`config.mk`:
```
export PLATFORM = sky130hd
export DESIGN_NAME = lsu_ctrl_flat
export DESIGN_NICKNAME = d
export VERILOG_FILES = /design/src/rtl/lsu_ctrl_if.sv /design/src/rtl/lsu_ctrl.sv /design/src/flat_wrapper.sv
export SDC_FILE = /design/constraint.sdc
export NUM_CORES = 1
export LEC_CHECK = 0
export ABC_AREA = 1
export CAP_MARGIN = 30
export CORE_MARGIN = 5
export CORE_UTILIZATION = 44
export CTS_CLUSTER_DIAMETER = 40
export CTS_CLUSTER_SIZE = 20
export DETAILED_ROUTE_END_ITERATION = 8
export GPL_TIMING_DRIVEN = 0
export PLACE_DENSITY = 0.81
export SYNTH_ARGS = -nofsm -noshare
export SYNTH_HDL_FRONTEND = slang
export SYNTH_SLANG_ARGS = --single-unit
export TNS_END_PERCENT = 20
```
`constraint.sdc`:
```
create_clock -name clk -period 3.8 [get_ports clk]
set_clock_uncertainty 0.15 [all_clocks]
set_input_delay 0.38 -clock clk [delete_from_list [all_inputs] [get_ports clk]]
set_output_delay 0.38 -clock clk [all_outputs]
set_load 0.02 [all_outputs]
```
`src/rtl/lsu_ctrl_if.sv`:
```
// lsu_ctrl_if: request/response handshake and data_mem bus for lsu_ctrl.
// slave is the LSU side; master is the pipeline plus memory side.
interface lsu_ctrl_if #(parameter int ADDR_W = 32);
    logic              req_valid;
    logic              req_ready;
    logic              req_we;
    logic [2:0]        req_funct3;
    logic [ADDR_W-1:0] req_addr;
    logic [31:0]       req_wdata;
    logic              resp_valid;
    logic              resp_ready;
    logic [31:0]       resp_rdata;
    logic              resp_err;
    logic              mem_we;
    logic [3:0]        mem_strobe;
    logic [ADDR_W-1:0] mem_addr;
    logic [31:0]       mem_wdata;
    logic [31:0]       mem_rdata;
    modport slave (
        input  req_valid, req_we, req_funct3, req_addr, req_wdata, resp_ready, mem_rdata,
        output req_ready, resp_valid, resp_rdata, resp_err, mem_we, mem_strobe, mem_addr, mem_wdata
    );
    modport master (
        output req_valid, req_we, req_funct3, req_addr, req_wdata, resp_ready, mem_rdata,
        input  req_ready, resp_valid, resp_rdata, resp_err, mem_we, mem_strobe, mem_addr, mem_wdata
    );
endinterface

```
`src/rtl/lsu_ctrl.sv`:
```
// lsu_ctrl: one-at-a-time load/store unit between execute stage and data_mem.
// Checks legality, drives lane-replicated stores, extends loads, holds a registered response.
module lsu_ctrl #(parameter int ADDR_W = 32) (
    input  logic      clk,
    input  logic      rst,
    lsu_ctrl_if.slave bus
);
    localparam logic [1:0] IDLE = 2'd0, ACCESS = 2'd1, RESP = 2'd2;
    logic [1:0]        state_q, state_d;
    logic              we_q, err_q;
    logic [2:0]        f3_q;
    logic [ADDR_W-1:0] addr_q;
    logic [31:0]       wdata_q, rdata_q, wdata_rep, load_ext;
    logic [7:0]        byte_sel;
    logic [15:0]       half_sel;
    logic [3:0]        strobe;
    logic              bad_f3, misaligned, illegal, take;
    assign bad_f3     = bus.req_we ? (bus.req_funct3[2] | &bus.req_funct3[1:0])
                                   : (bus.req_funct3 == 3'b011 | &bus.req_funct3[2:1]);
    assign misaligned = (bus.req_funct3[1:0] == 2'b01 & bus.req_addr[0])
                      | (bus.req_funct3[1:0] == 2'b10 & |bus.req_addr[1:0]);
    assign illegal    = bad_f3 | misaligned;
    assign take       = state_q == IDLE & bus.req_valid;
    assign wdata_rep  = bus.req_funct3[1:0] == 2'b00 ? {4{bus.req_wdata[7:0]}}
                      : bus.req_funct3[1:0] == 2'b01 ? {2{bus.req_wdata[15:0]}} : bus.req_wdata;
    assign byte_sel   = bus.mem_rdata[{addr_q[1:0], 3'b000} +: 8];
    assign half_sel   = bus.mem_rdata[{addr_q[1], 4'b0000} +: 16];
    // funct3[2] marks the unsigned variants, so it gates the sign bit
    assign load_ext   = f3_q[1:0] == 2'b00 ? {{24{~f3_q[2] & byte_sel[7]}}, byte_sel}
                      : f3_q[1:0] == 2'b01 ? {{16{~f3_q[2] & half_sel[15]}}, half_sel} : bus.mem_rdata;
    assign strobe     = f3_q[1:0] == 2'b00 ? 4'b0001 << addr_q[1:0]
                      : f3_q[1:0] == 2'b01 ? (addr_q[1] ? 4'b1100 : 4'b0011) : 4'b1111;
    always_comb begin
        state_d = state_q == IDLE   ? (bus.req_valid ? (illegal ? RESP : ACCESS) : IDLE)
                : state_q == ACCESS ? RESP
                : (bus.resp_ready ? IDLE : RESP);
    end
    always_ff @(posedge clk or posedge rst) begin
        if (rst) begin
            state_q <= IDLE;
            we_q    <= 1'b0;
            f3_q    <= 3'b000;
            addr_q  <= '0;
            wdata_q <= 32'd0;
            rdata_q <= 32'd0;
            err_q   <= 1'b0;
        end else begin
            state_q <= state_d;
            if (take && !illegal) begin
                we_q    <= bus.req_we;
                f3_q    <= bus.req_funct3;
                addr_q  <= bus.req_addr;
                wdata_q <= wdata_rep;
            end
            if (take && illegal) begin
                rdata_q <= 32'd0;
                err_q   <= 1'b1;
            end
            if (state_q == ACCESS) begin
                rdata_q <= we_q ? 32'd0 : load_ext;
                err_q   <= 1'b0;
            end
        end
    end
    assign bus.req_ready  = state_q == IDLE;
    assign bus.resp_valid = state_q == RESP;
    assign bus.resp_rdata = rdata_q;
    assign bus.resp_err   = err_q;
    assign bus.mem_we     = state_q == ACCESS & we_q;
    assign bus.mem_strobe = bus.mem_we ? strobe : 4'b0000;
    assign bus.mem_addr   = addr_q;
    assign bus.mem_wdata  = wdata_q;
endmodule
```
`src/flat_wrapper.sv`:
```
// flat-port wrapper written by rule: the top's interface ports become plain ports
module lsu_ctrl_flat 
#(parameter int ADDR_W = 32)
  (clk, rst, bus_req_valid, bus_req_we, bus_req_funct3, bus_req_addr, bus_req_wdata, bus_resp_ready, bus_mem_rdata, bus_req_ready, bus_resp_valid, bus_resp_rdata, bus_resp_err, bus_mem_we, bus_mem_strobe, bus_mem_addr, bus_mem_wdata);
  lsu_ctrl_if #(.ADDR_W(ADDR_W)) bus_i ();
  input  logic clk;
  input  logic rst;
  input wire logic [$bits(bus_i.req_valid)-1:0] bus_req_valid;
  input wire logic [$bits(bus_i.req_we)-1:0] bus_req_we;
  input wire logic [$bits(bus_i.req_funct3)-1:0] bus_req_funct3;
  input wire logic [$bits(bus_i.req_addr)-1:0] bus_req_addr;
  input wire logic [$bits(bus_i.req_wdata)-1:0] bus_req_wdata;
  input wire logic [$bits(bus_i.resp_ready)-1:0] bus_resp_ready;
  input wire logic [$bits(bus_i.mem_rdata)-1:0] bus_mem_rdata;
  output wire logic [$bits(bus_i.req_ready)-1:0] bus_req_ready;
  output wire logic [$bits(bus_i.resp_valid)-1:0] bus_resp_valid;
  output wire logic [$bits(bus_i.resp_rdata)-1:0] bus_resp_rdata;
  output wire logic [$bits(bus_i.resp_err)-1:0] bus_resp_err;
  output wire logic [$bits(bus_i.mem_we)-1:0] bus_mem_we;
  output wire logic [$bits(bus_i.mem_strobe)-1:0] bus_mem_strobe;
  output wire logic [$bits(bus_i.mem_addr)-1:0] bus_mem_addr;
  output wire logic [$bits(bus_i.mem_wdata)-1:0] bus_mem_wdata;
  assign bus_i.req_valid = bus_req_valid;
  assign bus_i.req_we = bus_req_we;
  assign bus_i.req_funct3 = bus_req_funct3;
  assign bus_i.req_addr = bus_req_addr;
  assign bus_i.req_wdata = bus_req_wdata;
  assign bus_i.resp_ready = bus_resp_ready;
  assign bus_i.mem_rdata = bus_mem_rdata;
  assign bus_req_ready = bus_i.req_ready;
  assign bus_resp_valid = bus_i.resp_valid;
  assign bus_resp_rdata = bus_i.resp_rdata;
  assign bus_resp_err = bus_i.resp_err;
  assign bus_mem_we = bus_i.mem_we;
  assign bus_mem_strobe = bus_i.mem_strobe;
  assign bus_mem_addr = bus_i.mem_addr;
  assign bus_mem_wdata = bus_i.mem_wdata;
  lsu_ctrl #(.ADDR_W(ADDR_W)) u_core (.clk(clk), .rst(rst), .bus(bus_i));
endmodule
```
# Yosys cells after proc, flatten, opt, wreduce, memory -nomap -nowiden
# Cells that the tools add are included.
word_totals:
  regBits: 103
  inputBits: 104
  out_inout_bits: 104
  wordCells: 56
classes:
  eq_ne: 6
  n_shift: 3
  muxes: 19
  bitwise: 11
  reduce_logical: 10
op_table:
  columns: ["op", "n"]
  rows:
  - ["$mux 32", 7]
  - ["$shiftx 32x6->16", 1]
  - ["$shiftx 32x6->8", 1]
  - ["$mux 4", 4]
  - ["$mux 2", 5]
  - ["$and 1x1->1", 6]
  - ["$eq 2x1->1 const B", 3]
  - ["$logic_not 2->1", 3]
  - ["$eq 2x2->1 const B", 2]
  - ["$or 1x1->1", 4]
  - ["$reduce_and 2->1", 2]
  - ["$shl 1x2->4 const A", 1]
  - ["$eq 3x2->1 const B", 1]
  - ["$mux 1", 3]
  - ["$logic_and 1x1->1", 2]
  - ["$reduce_bool 2->1", 1]
  - ["$reduce_or 2->1", 1]
  - ["$logic_not 1->1", 1]
  - ["$not 1->1", 1]

# Longest topological paths before layout
# Gate-level depths: netlist (run 1).
depth:
  word_depth: 7
  ltp_mapped: 11
  depth_no_buf: 9

# Least setup slack after synthesis (run 1)
# OpenSTA, ideal clock, no wires.
synth_timing:
  kind: "register -> output"
  from: "register u_core.state_q[1]"
  to: "output port bus_mem_strobe[2]"
  t_arrival_ps: 1687
  required_ps: 3270
  setup_slack_ps: 1583
  path_stages_with_launch: 6
  path_buffers: 0
  cell_sequence: "dfrtp_1 > nor2_1 > inv_1 > nor2_1 > o21ai_0 > a21oi_1"
synth_via:
  elab_chain_cells: 3
synth_rtl:
  columns: ["item", "line_no", "rtl"]
  rows:
  - ["start, declared", "lsu_ctrl.sv:9", "logic [1:0] state_q, state_d;"]
  - ["start signal, assigned", "lsu_ctrl.sv:48", "state_q <= state_d;"]
  - ["$eq 2x1->1", "lsu_ctrl.sv:69", "assign bus.mem_we = state_q == ACCESS & we_q;"]
  - ["$and 1x1->1", "lsu_ctrl.sv:69", null]
  - ["named net bus_mem_we", "flat_wrapper.sv:19", "output wire logic [$bits(bus_i.mem_we)-1:0] bus_mem_we;"]
  - ["$mux 4", "lsu_ctrl.sv:70", "assign bus.mem_strobe = bus.mem_we ? strobe : 4'b0000;"]
  - ["end, declared", "flat_wrapper.sv:20", "output wire logic [$bits(bus_i.mem_strobe)-1:0] bus_mem_strobe;"]
# The timed path passes the listed nets, and every way through them passes these cells.

# Worst setup path after layout (run 1)
layout_timing:
  from: "register u_core.state_q[1]"
  to: "output port bus_mem_strobe[3]"
layout_via:
  elab_chain_cells: 3
layout_rtl:
  columns: ["item", "line_no"]
  rows:
  - ["$eq 2x1->1", "lsu_ctrl.sv:69"]
  - ["$and 1x1->1", "lsu_ctrl.sv:69"]
  - ["$mux 4", "lsu_ctrl.sv:70"]
# No other way between the ends.

==> flow_summary_export.csv, run 1 <==
group,metric,value,unit
clocking,cts_resized,0,
synth,synth_area,0.00510,mm²
timing,finalHoldViolations,0,
power,leakagePower,3.79,nW
clocking,holdBufCountCts,0,
layout,fillers,973,
job,cap_violations,0,
place,io_buffers,206,
routing,dr.pass1.iters,9,
synth,synth_nets,782,
floorplanning,num_io_pins,208,
layout,num-nets-final,1000,
timing,rsz0062_at_grt,"false",
clocking,root_buffer,"clkbuf_16",
power,power_frac_seq,33.2,%
global_route,grt_overflow_total,0,
hold_path,hold_class,"in -> reg",
routing,postRouteAntennaNets,0,
floorplanning,rows,39,
floorplanning,start_util,44.8,%
timing,setup_viol,0,
clocking,insertion_delay,0.35,ns
hold_path,holdPathEnd,"u_core.bus.mem_wdata[19]",
routing,wl,16.6,mm
clocking,cts_buffers,9,
floorplanning,fp.dieH,118,µm
floorplanning,die_w,118,µm
power,switchingPower,1.98,mW
timing,post-route-period-util,78.3,%
global_route,grt_max_degree,67,
power,p_comb_share,47.3,%
critical_path,path_class,"reg -> out",
synth,synthCells,678,
global_route,antenna_found_initial,0,
power,peakVddDrop,0.447,mV
timing,worst_slew_pin_slew,0.613,ns
critical_path,path_cells,"nor2_1, inv_1, nor2_1, o21ai_0, a21oi_1, clkdlybuf4s50_1",
layout,stdcell_count,1044,
critical_path,reg2reg_slack,1.95,ns
synth,yosysSeqAreaShare,50.6,%
clocking,cts_num_sinks,103,
place,dp_cells,1028,
routing,route.detailed.drc,0,
timing,timing.hold.ws,0.199,ns
clocking,path_clk_slew,0.07,ns
critical_path,endpoint_kind,"output port",
layout,antenna_cells,0,
critical_path,arrival,2.44,ns
critical_path,startpoint_type,"register",
clocking,cts_tree,"done",
timing,max_slew_margin,59.0,%
layout,stdcell_area,0.00767,mm²
routing,vias,5223,
synth,yosysWarnings,0,
power,p_int,3.04,mW
timing,fin_tns_setup,0,ns
layout,syn2layout_area_growth,50.6,%
critical_path,crit_top_cell,"nor2_1",
place,gp_congestion,0.941,
timing,period_minus_slack,2.97,ns
floorplanning,core_area,0.0114,mm²
critical_path,max_stage_delay,0.63,ns
run_status,status,"finished clean",
synth,synth-seq-cells,103,
place,place_area,0.00737,mm²
global_route,grt_pass1_wl,26.8,mm
power,swShare,39.4,%
global_route,grtUsageTotal,23.8,%
synth,avgSynthCellArea,7.52,µm²
hold_path,hold_depth,3,
routing,drtIter0Drc,331,
critical_path,r2r_cells,7,
timing,fmax,336,MHz
hold_path,min-delay-start,"bus_req_funct3[1]",
critical_path,crit_slowest_cell,"clkdlybuf4s50_1",
critical_path,reg2reg_from,"u_core.f3_q[0]",
power,pwr-share-clk,19.4,%
critical_path,regToRegEndpoint,"u_core.bus.resp_rdata[9]",
clocking,clk_path_buf_depth,2,
routing,wl_per_cell,15.9,µm
power,p_per_area,655,mW/mm²
critical_path,cp.required,3.27,ns
place,dp_hpwl,12.6,mm
clocking,htree_levels,3,
layout,final_layout_size_suffix_gt1_share,6.33,%
critical_path,critPathMaxFanout,7,
clocking,cts_setup_buffers,0,
synth,yosysUniqueCellTypes,23,
floorplanning,die_area,0.0138,mm²
timing,slew_viol_final,0,
global_route,grt_pass1_vias,5274,
routing,via_per_inst,5.00,
[critical path: cells and delay by family, from the launching register on]
| kind | cells | cell delay, ns |
|---|---|---|
| AOI/OAI and AO/OA | 2 | 0.35 |
| buffers and inverters | 2 | 0.82 |
| DFF | 1 | 0.40 |
| and+or+nand+nor | 2 | 0.53 |
[cells in the mapped netlist, drive strengths merged]
cell	number	area [µm²]
nand2	329	1250
dfrtp	103	2580
a21oi	47	250
inv	39	146
nor2	39	151
nand3	35	188
o21ai	30	150
buf	19	165
clkbuf	14	53.8
o21a	8	60.1
o31ai	8	60.1
or2	6	37.5
nand4	1	6.26
[state kept, by name, indices dropped and copies added, names as in the netlist]
signal,cells
u_core.bus.mem_addr,32
u_core.bus.resp_rdata,32
u_core.bus.resp_err,1
u_core.f3_q,3
u_core.state_q,2
u_core.we_q,1
u_core.bus.mem_wdata,32
[power groups by stage]
stage | Combinational [mW] | Sequential [mW] | Clock, mW
after floorplan | 0.846 | 2.09 | 0
after global placement | 2.34 | 1.67 | 0
after detailed placement | 2.38 | 1.67 | 0
after CTS | 2.39 | 1.67 | 0.980
after global routing | 2.59 | 1.72 | 1.03
final | 2.38 | 1.67 | 0.978
[placed cells by master, fill, tap and decap left out]
cell type	instances
or2_2	6
a21oi_4	1
nor2_1	37
clkbuf_1	14
buf_16	1
o21ai_0	29
nand2_2	6
o31ai_1	8
a21oi_2	1
nand2_1	323
o21a_1	8
clkbuf_16	9
buf_6	10
bufinv_16	1
dfrtp_1	103
clkinv_4	1
nor2_2	2
buf_4	3
nand3_4	1
buf_2	6
nand4_1	1
inv_1	35
inv_4	1
clkbuf_2	1
a21oi_1	45
clkbuf_8	1
inv_8	1
clkinvlp_4	2
clkdlybuf4s50_1	206
nand3_1	34
inv_2	3
o21ai_1	1
[metrics by stage]
step | worst slack [ns] | total power, mW | utilization [%]
after detailed placement | 1.18 | 4.05 | 64.8
after floorplan | 0.566 | 2.93 | -
after global placement | -0.995 | 4.01 | 64.5
after CTS | 0.783 | 5.04 | 67.5
final | 0.825 | 5.03 | 67.5
after global routing | 0.661 | 5.33 | 67.5
[kinds of logic (layout without fill, tap and decap cells)]
| logic type | count (synthesis) | after routing | share of synthesized area, % |
|---|---|---|---|
| AO/OA/AOI/OAI | 93 | 93 | 10.2 |
| flip-flops | 103 | 103 | 50.6 |
| buffers and inverters | 72 | 295 | 7.17 |
| AND/OR/NAND/NOR | 410 | 410 | 32.0 |
[worst max path at each step]
stage	startpoint	endpoint	slack, ns
6_report	u_core.state_q[1]	bus_mem_strobe[3]	0.83
3_5_place_dp	u_core.state_q[1]	bus_mem_strobe[3]	1.18
4_1_cts	u_core.state_q[1]	bus_mem_strobe[3]	0.78
3_3_place_gp	rst	u_core.bus.resp_rdata[2]	-1.0
5_1_grt	u_core.state_q[1]	bus_mem_strobe[2]	0.66
2_1_floorplan	rst	u_core.bus.mem_addr[0]	0.57
[per-layer routing]
metal / part of all wire, % / wire length, µm / GRT usage [%] / vias to the layer above
met5: 0 / 0 / 0 / -
met4: 2.9 / 482 / 9.75 / 0
met3: 10 / 1680 / 8.36 / 37
met2: 46 / 7660 / 38.1 / 239
met1: 41 / 6780 / 29.2 / 2393
li1: - / - / - / 2554
[area by class of cell]
cell class | count | area (µm²) | area share [%]
repair buffers | 207 | 2090 | 27.2
multi-input cells | 503 | 2150 | 28.1
well taps | 143 | 179 | 2.33
flip-flops and latches | 103 | 2580 | 33.6
plain buffers | 33 | 219 | 2.85
clock inverters | 5 | 65.1 | 0.848
inverters | 39 | 149 | 1.94
clock buffers | 11 | 243 | 3.16
Note: power is estimated with default switching activity, not from simulation.
==> inputs of run 2 (changes only) <==
- clock period: 3.8 -> 3.05 ns (I/O delays scaled with it)
==> run 2 against run 1 <==
  * Die area stayed put
  * Clock-buffer cell count shrank 1
  * Power up 23%
  * Cell area decreased by 0.18%
==> flow_summary_export.csv, run 2 (same netlist as run 1, synthesis figures left out) <==
group,metric,value,unit
clocking,cts_num_sinks,103,
floorplanning,fp.dieH,118,µm
timing,fin_tns_setup,0,ns
timing,period_minus_slack,2.74,ns
layout,final_cell_mix,"323 x nand2_1, 206 x clkdlybuf4s50_1, 103 x dfrtp_1",
power,peakVddDrop,0.495,mV
timing,post-route-period-util,89.9,%
timing,fmax,365,MHz
layout,antenna_cells,0,
clocking,root_buffer,"clkbuf_16",
layout,final_util,67.4,%
routing,postRouteAntennaNets,0,
routing,drtIter0Drc,379,
global_route,grt_pass1_wl,27.3,mm
power,pwr-share-clk,18.4,%
critical_path,path_class,"reg -> out",
routing,wl_per_cell,16.1,µm
global_route,grtUsageTotal,24.3,%
layout,final_common_cell,"nand2_1",
place,dp_cells,1029,
floorplanning,num_io_pins,208,
clocking,insertion_delay,0.34,ns
routing,vias,5274,
floorplanning,rows,39,
clocking,cts_setup_buffers,0,
clocking,cts_resized,0,
floorplanning,die_area,0.0138,mm²
clocking,cts_buffers,9,
timing,slew_viol_final,0,
timing,finalHoldViolations,0,
clocking,path_clk_slew,0.07,ns
critical_path,endpoint_kind,"output port",
layout,num-nets-final,1001,
layout,final_layout_size_suffix_gt1_share,6.34,%
power,p_comb_share,48.0,%
floorplanning,start_util,44.8,%
layout,syn2layout_area_growth,50.3,%
power,switchingPower,2.42,mW
power,power.total,6.17,mW
power,leakagePower,3.78,nW
critical_path,cp.required,2.59,ns
clocking,cts_tree,"done",
clocking,clk_path_buf_depth,2,
routing,route.detailed.drc,0,
timing,setup_viol,0,
floorplanning,die_w,118,µm
power,p_per_area,806,mW/mm²
power,swShare,39.2,%
job,cap_violations,0,
layout,stdcell_count,1042,
global_route,antenna_found_initial,0,
critical_path,arrival,2.29,ns
routing,dr.pass1.iters,7,
timing,rsz0062_at_grt,"false",
run_status,status,"finished clean",
critical_path,startpoint_type,"register",
critical_path,critPathMaxFanout,10,
global_route,grt_pass1_vias,5223,
global_route,grt_max_degree,39,
place,gp_congestion,0.920,
power,p_int,3.76,mW
clocking,holdBufCountCts,0,
power,power_frac_seq,33.6,%
routing,wl,16.7,mm
global_route,grt_overflow_total,0,
routing,via_per_inst,5.06,
clocking,htree_levels,3,
place,io_buffers,206,
timing,max_slew_margin,50.4,%
timing,worst_slew_pin_slew,0.742,ns
hold_path,hold_class,"in -> reg",
floorplanning,core_area,0.0114,mm²
place,dp_hpwl,12.8,mm
-- run 2: cell types whose count changed in the layout (fill, tap and decap cells not counted), sizes merged --
cell | before | now
buf | 20 | 21
clkbuf | 25 | 24
clkinv | 1 | 0
inv | 40 | 39
-- run 2: final cells by class --
class | count | area (µm²)
fillers | 971 | 3710
flip-flops and latches | 103 | 2580
multi-input cells | 503 | 2160
repair buffers | 208 | 2100
clock buffers | 10 | 229
plain buffers | 33 | 219
well taps | 143 | 179
inverters | 39 | 150
clock inverters | 3 | 46.3
-- run 2: layer usage --
layer  share of wire, %  global-route usage [%]  wire length [µm]
met5                  0                       0                 0
met4                2.7                    7.53               451
met3                 10                    9.51              1750
met2                 46                    38.5              7660
met1                 41                    30.6              6880
-- run 2: worst paths after layout --
check                                        start                  endpoint  slack [ns]  cells past startpoint
setup / recovery            u_core.bus.mem_addr[1]         bus_mem_strobe[1]        0.31                      6
min in group asynchronous                      rst   u_core.bus.mem_addr[17]        0.29                      2
max in group asynchronous                      rst  u_core.bus.mem_wdata[21]        1.82                      3
hold / removal                   bus_req_funct3[1]  u_core.bus.mem_wdata[20]        0.14                      3
setup reg to reg                    u_core.f3_q[0]  u_core.bus.resp_rdata[9]        1.21                      7
hold reg to reg            u_core.bus.mem_wdata[4]   u_core.bus.mem_wdata[4]        0.33                      2
-- run 2: power groups by stage --
| stage | clock network [mW] | registers [mW] | logic (mW) |
|---|---|---|---|
| 4_1_cts | 1.15 | 2.07 | 2.97 |
| 5_1_grt | 1.20 | 2.14 | 3.22 |
| 3_3_place_gp | 0 | 2.08 | 2.92 |
| 2_1_floorplan | 0 | 2.60 | 1.05 |
| 6_report | 1.14 | 2.08 | 2.96 |
| 3_5_place_dp | 0 | 2.08 | 2.96 |
-- run 2: per-stage QoR --
stage / instance area [µm²] / hold WS (ns) / setup WS, ns
5_1_grt: 7660 / 0.143 / 0.0997
4_1_cts: 7660 / 0.132 / 0.0937
3_3_place_gp: 7340 / 0.311 / 0.287
2_1_floorplan: 5100 / 0.251 / 0.908
6_report: 7660 / 0.143 / 0.309
3_5_place_dp: 7380 / 0.315 / 0.481
-- run 2: critical path: stages (launching register included) --
cell and delay [ns]:
dfrtp_1 0.38, clkbuf_2 0.16, nand2_1 0.14, clkbuf_1 0.37, nand2_1 0.13, a21oi_1 0.14
clkdlybuf4s50_1 0.63
==> inputs of run 3 (changes only) <==
- SLEW_MARGIN: unset -> 40
==> run 3 against run 2 <==
  * Worst hold slack better by 0.0025 ns
  * Clock power fell by 8%
  * Cell area rose by 0.34%
  * Sequential cell count did not move
  * Maximum frequency decreased by 1.2%
  * Routed wire length fell by 0.10%
  * Die area stayed put
  * Setup slack got worse by 0.034 ns
==> flow_summary_export.csv, run 3 (same netlist as run 1, synthesis figures left out) <==
group,metric,value,unit
global_route,grt_pass1_vias,5207,
critical_path,r2r_cells,7,
routing,route.detailed.drc,0,
clocking,holdBufCountCts,0,
critical_path,regToRegEndpoint,"u_core.bus.resp_rdata[10]",
floorplanning,die_w,118,µm
layout,num-nets-final,1003,
clocking,insertion_delay,0.34,ns
global_route,grt_max_degree,27,
timing,setup_viol,0,
floorplanning,fp.dieH,118,µm
critical_path,endpoint_kind,"output port",
critical_path,cp.required,2.59,ns
place,dp_cells,1031,
layout,stdcell_count,1045,
hold_path,holdPathEnd,"u_core.bus.mem_wdata[20]",
timing,finalHoldViolations,0,
critical_path,critPathMaxFanout,7,
power,p_per_area,795,mW/mm²
layout,syn2layout_area_growth,50.8,%
global_route,grtUsageTotal,24.1,%
routing,wl,16.7,mm
timing,period_minus_slack,2.78,ns
critical_path,reg2reg_slack,1.17,ns
critical_path,path_class,"reg -> out",
layout,fillers,980,
clocking,path_clk_slew,0.07,ns
routing,via_per_inst,5.07,
critical_path,startpoint_type,"register",
layout,final_layout_size_suffix_gt1_share,6.54,%
place,gp_congestion,0.920,
floorplanning,rows,39,
timing,post-route-period-util,91.0,%
job,cap_violations,0,
hold_path,hold_class,"in -> reg",
run_status,status,"finished clean",
clocking,htree_levels,3,
timing,worst_slew_pin_slew,0.691,ns
global_route,antenna_found_initial,0,
timing,max_slew_margin,53.8,%
routing,vias,5301,
floorplanning,start_util,44.8,%
clocking,cts_tree,"done",
routing,drtIter0Drc,411,
routing,postRouteAntennaNets,0,
hold_path,min-delay-start,"bus_req_funct3[1]",
timing,slew_viol_final,0,
global_route,grt_overflow_total,0,
clocking,cts_buffers,9,
timing,rsz0062_at_grt,"false",
global_route,grt_pass1_wl,27.1,mm
clocking,root_buffer,"clkbuf_16",
clocking,cts_num_sinks,103,
timing,fmax,360,MHz
timing,fin_tns_setup,0,ns
routing,wl_per_cell,16.0,µm
power,leakagePower,3.79,nW
power,peakVddDrop,0.473,mV
floorplanning,core_area,0.0114,mm²
layout,final_cell_mix,"323 x nand2_1, 206 x clkdlybuf4s50_1, 103 x dfrtp_1",
power,power.total,6.11,mW
floorplanning,num_io_pins,208,
routing,dr.pass1.iters,6,
layout,final_common_cell,"nand2_1",
critical_path,reg2reg_from,"u_core.f3_q[0]",
place,io_buffers,206,
hold_path,hold_depth,3,
floorplanning,die_area,0.0138,mm²
clocking,clk_path_buf_depth,2,
place,dp_hpwl,12.9,mm
critical_path,arrival,2.32,ns
layout,antenna_cells,0,
-- run 3: cell types whose count changed in the layout (fill, tap and decap cells not counted), sizes merged --
cell and delta:
clkbuf +1, bufinv -1, buf +2, clkinv +1
-- run 3: how the worst max path moves through the flow --
stage / from / cells after the start / endpoint
floorplan: u_core.state_q[1] / 5 / bus_mem_strobe[2]
global placement: rst / 2 / u_core.bus.resp_rdata[2]
detailed placement: u_core.state_q[1] / 6 / bus_mem_strobe[3]
CTS: u_core.state_q[1] / 6 / bus_mem_strobe[3]
global route: u_core.state_q[1] / 6 / bus_mem_strobe[3]
finish: u_core.state_q[1] / 6 / bus_mem_strobe[3]
-- run 3: through the flow --
stage               hold WS, ns  setup slack (ns)  cell area, µm²  util, %
finish                    0.146             0.275            7690     67.6
global route              0.140             0.117            7690     67.6
CTS                       0.133            0.0976            7680     67.6
detailed placement        0.315             0.481            7430     65.3
global placement          0.311             0.287            7340     64.6
floorplan                 0.251             0.908            5100        -
-- run 3: routing by layer --
| metal | vias up | share of wire [%] | track usage [%] |
|---|---|---|---|
| met5 | - | 0 | 0 |
| met4 | 0 | 2.5 | 7.03 |
| met3 | 34 | 11 | 9.71 |
| met2 | 260 | 46 | 38.5 |
| met1 | 2445 | 40 | 30.3 |
| li1 | 2562 | - | - |
-- run 3: worst max-delay path, cell delays in order (launching register included) --
cell	delay, ns
dfrtp_1	0.40
nor2_2	0.22
inv_1	0.17
nor2_2	0.19
o21ai_0	0.15
a21oi_1	0.20
clkdlybuf4s50_1	0.64
-- run 3: cell type report --
| type | count | area, µm² | share of cell area, % |
|---|---|---|---|
| repair buffers | 210 | 2150 | 28.0 |
| flip-flops and latches | 103 | 2580 | 33.5 |
| well taps | 143 | 179 | 2.33 |
| inverters | 39 | 150 | 1.95 |
| clock inverters | 3 | 21.3 | 0.277 |
| plain buffers | 33 | 219 | 2.85 |
| multi-input cells | 503 | 2160 | 28.1 |
| clock buffers | 11 | 233 | 3.03 |
-- run 3: where the power goes --
group          internal [mW]  switching [mW]  leakage [nW]
sequential              1.82           0.259          1.32
combinational           1.32            1.66          2.35
clock                  0.548           0.507         0.122
total                   3.68            2.43          3.79
-- run 3: repair_timing --
item | in CTS | in global routing
resized for setup | 0 | 2
setup endpoints to repair | 0 | 2
setup buffers | 0 | 0
==> patch, RTL diff (flow settings as in run 2) <==
`ADDR_W` is set to 32 in 3 places; all go to 24.
--- a/src/rtl/lsu_ctrl_if.sv
+++ b/src/rtl/lsu_ctrl_if.sv
@@ -1,6 +1,6 @@
 // lsu_ctrl_if: request/response handshake and data_mem bus for lsu_ctrl.
 // slave is the LSU side; master is the pipeline plus memory side.
-interface lsu_ctrl_if #(parameter int ADDR_W = 32);
+interface lsu_ctrl_if #(parameter int ADDR_W = 24);
     logic              req_valid;
     logic              req_ready;
     logic              req_we;
--- a/src/rtl/lsu_ctrl.sv
+++ b/src/rtl/lsu_ctrl.sv
@@ -1,6 +1,6 @@
 // lsu_ctrl: one-at-a-time load/store unit between execute stage and data_mem.
 // Checks legality, drives lane-replicated stores, extends loads, holds a registered response.
-module lsu_ctrl #(parameter int ADDR_W = 32) (
+module lsu_ctrl #(parameter int ADDR_W = 24) (
     input  logic      clk,
     input  logic      rst,
     lsu_ctrl_if.slave bus
--- a/src/flat_wrapper.sv
+++ b/src/flat_wrapper.sv
@@ -1,6 +1,6 @@
 // flat-port wrapper written by rule: the top's interface ports become plain ports
 module lsu_ctrl_flat 
-#(parameter int ADDR_W = 32)
+#(parameter int ADDR_W = 24)
   (clk, rst, bus_req_valid, bus_req_we, bus_req_funct3, bus_req_addr, bus_req_wdata, bus_resp_ready, bus_mem_rdata, bus_req_ready, bus_resp_valid, bus_resp_rdata, bus_resp_err, bus_mem_we, bus_mem_strobe, bus_mem_addr, bus_mem_wdata);
   lsu_ctrl_if #(.ADDR_W(ADDR_W)) bus_i ();
   input  logic clk;
Interface: changed (resized bus_mem_addr and bus_req_addr); port bits go from 208 to 192. No check against the original RTL was run, so the function may have changed too.
==> patch against run 2 <==
Area after synthesis is 8.6% lower; utilization is 0.36 points higher; power is 7.2% lower; routed wire length is 1.1% lower; non-clock buffer count is 18 lower; final area is 8.7% lower; sequential cell count is 8 lower; setup slack worse by 0.15 ns; synthesized cell count is 9.9% lower; fmax is 5.1% lower; register-to-register slack worse by 0.07 ns; largest power group unchanged.
==> patch: results (changes against run 2) <==
stage,metric,value,unit,change
critical_path,timing.rr.end,u_core.bus.resp_rdata[2],,
status,status,"complete, no violations",,
critical_path,cp.arrival,2.43,ns,+0.14 ns
route,drt_iter0_drc,307,,-19%
final_layout,fin_cells,954,,-8.4%
final_layout,drive_above_1_share,0.0575,,-0.00595
global_routing,grt.total_usage,0.263,,+0.0200
route,firstDrtPassIters,5,,-2
final_layout,fillerInstances,872,,-10%
placed_design,io_buffers,190,,-7.8%
route,wl,16.6,mm,-1.1%
synth,yosys-top-cells-count,"nand2_1 (243), dfrtp_1 (95), nand3_1 (67)",,
critical_path,r2r_start,u_core.f3_q[1],,
synth,synth_area_leaders,"dfrtp_1 (51%), nand2_1 (20%), nand3_1 (7.2%)",,
cts,path_clk_slew,0.09,ns,+0.02 ns
placed_design,dp_cells,938,,-8.8%
cts,cts_resized,2,,+2
route,num_vias,4909,,-6.9%
global_routing,grt_pass1_wl,26.4,mm,-3.6%
timing,slew_headroom,0.556,,+0.0523
synth,synth_cell_type_count,20,,-13%
cts,clkLatencyLatePin,0.37,ns,+0.03 ns
global_routing,grt_pass1_vias,5112,,-2.1%
final_layout,nNetsFinal,909,,-9.2%
timing,fin_worst_hold_slack,0.141,ns,-0.00191 ns
synth,syn-num-nets,707,,-9.6%
placed_design,place_congestion,0.893,,-2.9%
placed_design,dp_hpwl,13.1,mm,+2.1%
synth,avgSynthCellArea,7.62,sq um,+1.4%
==> patch: cell types whose count changed in the layout (fill, tap and decap cells not counted), sizes merged, moves of 2 or more <==
cell	change
a21oi	-32
clkdlybuf4s50	-17
o21ai	+22
o21a	+3
o211ai	+2
a22oi	+7
nand2	-83
inv	+2
nand3	+33
dfrtp	-8
nor2	-6
or2	-6
clkinvlp	-2
clkinv	+3
==> patch: worst max-delay path by stage <==
stage	from	to	slack (ns)	cells past startpoint
floorplan	rst	u_core.bus.mem_addr[0]	0.12	1
global placement	rst	u_core.bus.mem_wdata[4]	-1.25	2
detailed placement	u_core.state_q[1]	bus_mem_strobe[2]	0.22	6
CTS	u_core.state_q[1]	bus_mem_strobe[3]	0.05	6
global route	u_core.f3_q[1]	bus_mem_strobe[1]	0.0005	7
finish	u_core.f3_q[1]	bus_mem_strobe[0]	0.16	7
==> patch: metrics by stage <==
stage / area (sq um) / setup WS (ns) / TNS [ns]
2_1_floorplan: 4660 / 0.118 / 0
5_1_grt: 6990 / 0.000475 / 0
3_5_place_dp: 6760 / 0.221 / 0
6_report: 6990 / 0.162 / 0
3_3_place_gp: 6730 / -1.25 / -118.02
4_1_cts: 6990 / 0.0543 / 0
==> patch: report_power, final <==
group          switching [mW]  leakage, nW  internal [mW]
Clock                   0.449        0.117          0.510
Sequential              0.268         1.22           1.69
Combinational            1.58         2.06           1.23
Total                    2.29         3.39           3.44
==> patch: area by class of cell <==
class | instances | area (sq um) | area share
well taps | 136 | 170 | 0.0243
clock buffers | 12 | 155 | 0.0222
clock inverters | 4 | 77.6 | 0.0111
plain buffers | 32 | 168 | 0.0240
inverters | 42 | 161 | 0.0231
flip-flops and latches | 95 | 2380 | 0.340
repair buffers | 191 | 1930 | 0.276
multi-input cells | 442 | 1960 | 0.280
==> patch: layer usage <==
metal,track usage,share of wire
met1,0.295,0.38
met2,0.454,0.47
met3,0.103,0.12
met4,0.0929,0.023
met5,0,0
==> patch: cells by family after synthesis <==
| logic type | synth area share |
|---|---|
| compound gates | 0.117 |
| buf+inv | 0.0699 |
| flops | 0.511 |
| simple gates | 0.302 |
==> patch: critical path, stage by stage (launching register included) <==
cell and delay, ns:
dfrtp_1 0.43, nor2_1 0.07, buf_2 0.19, inv_1 0.10
clkbuf_1 0.40, nor2_1 0.09, nor2_1 0.15, clkdlybuf4s50_1 0.62
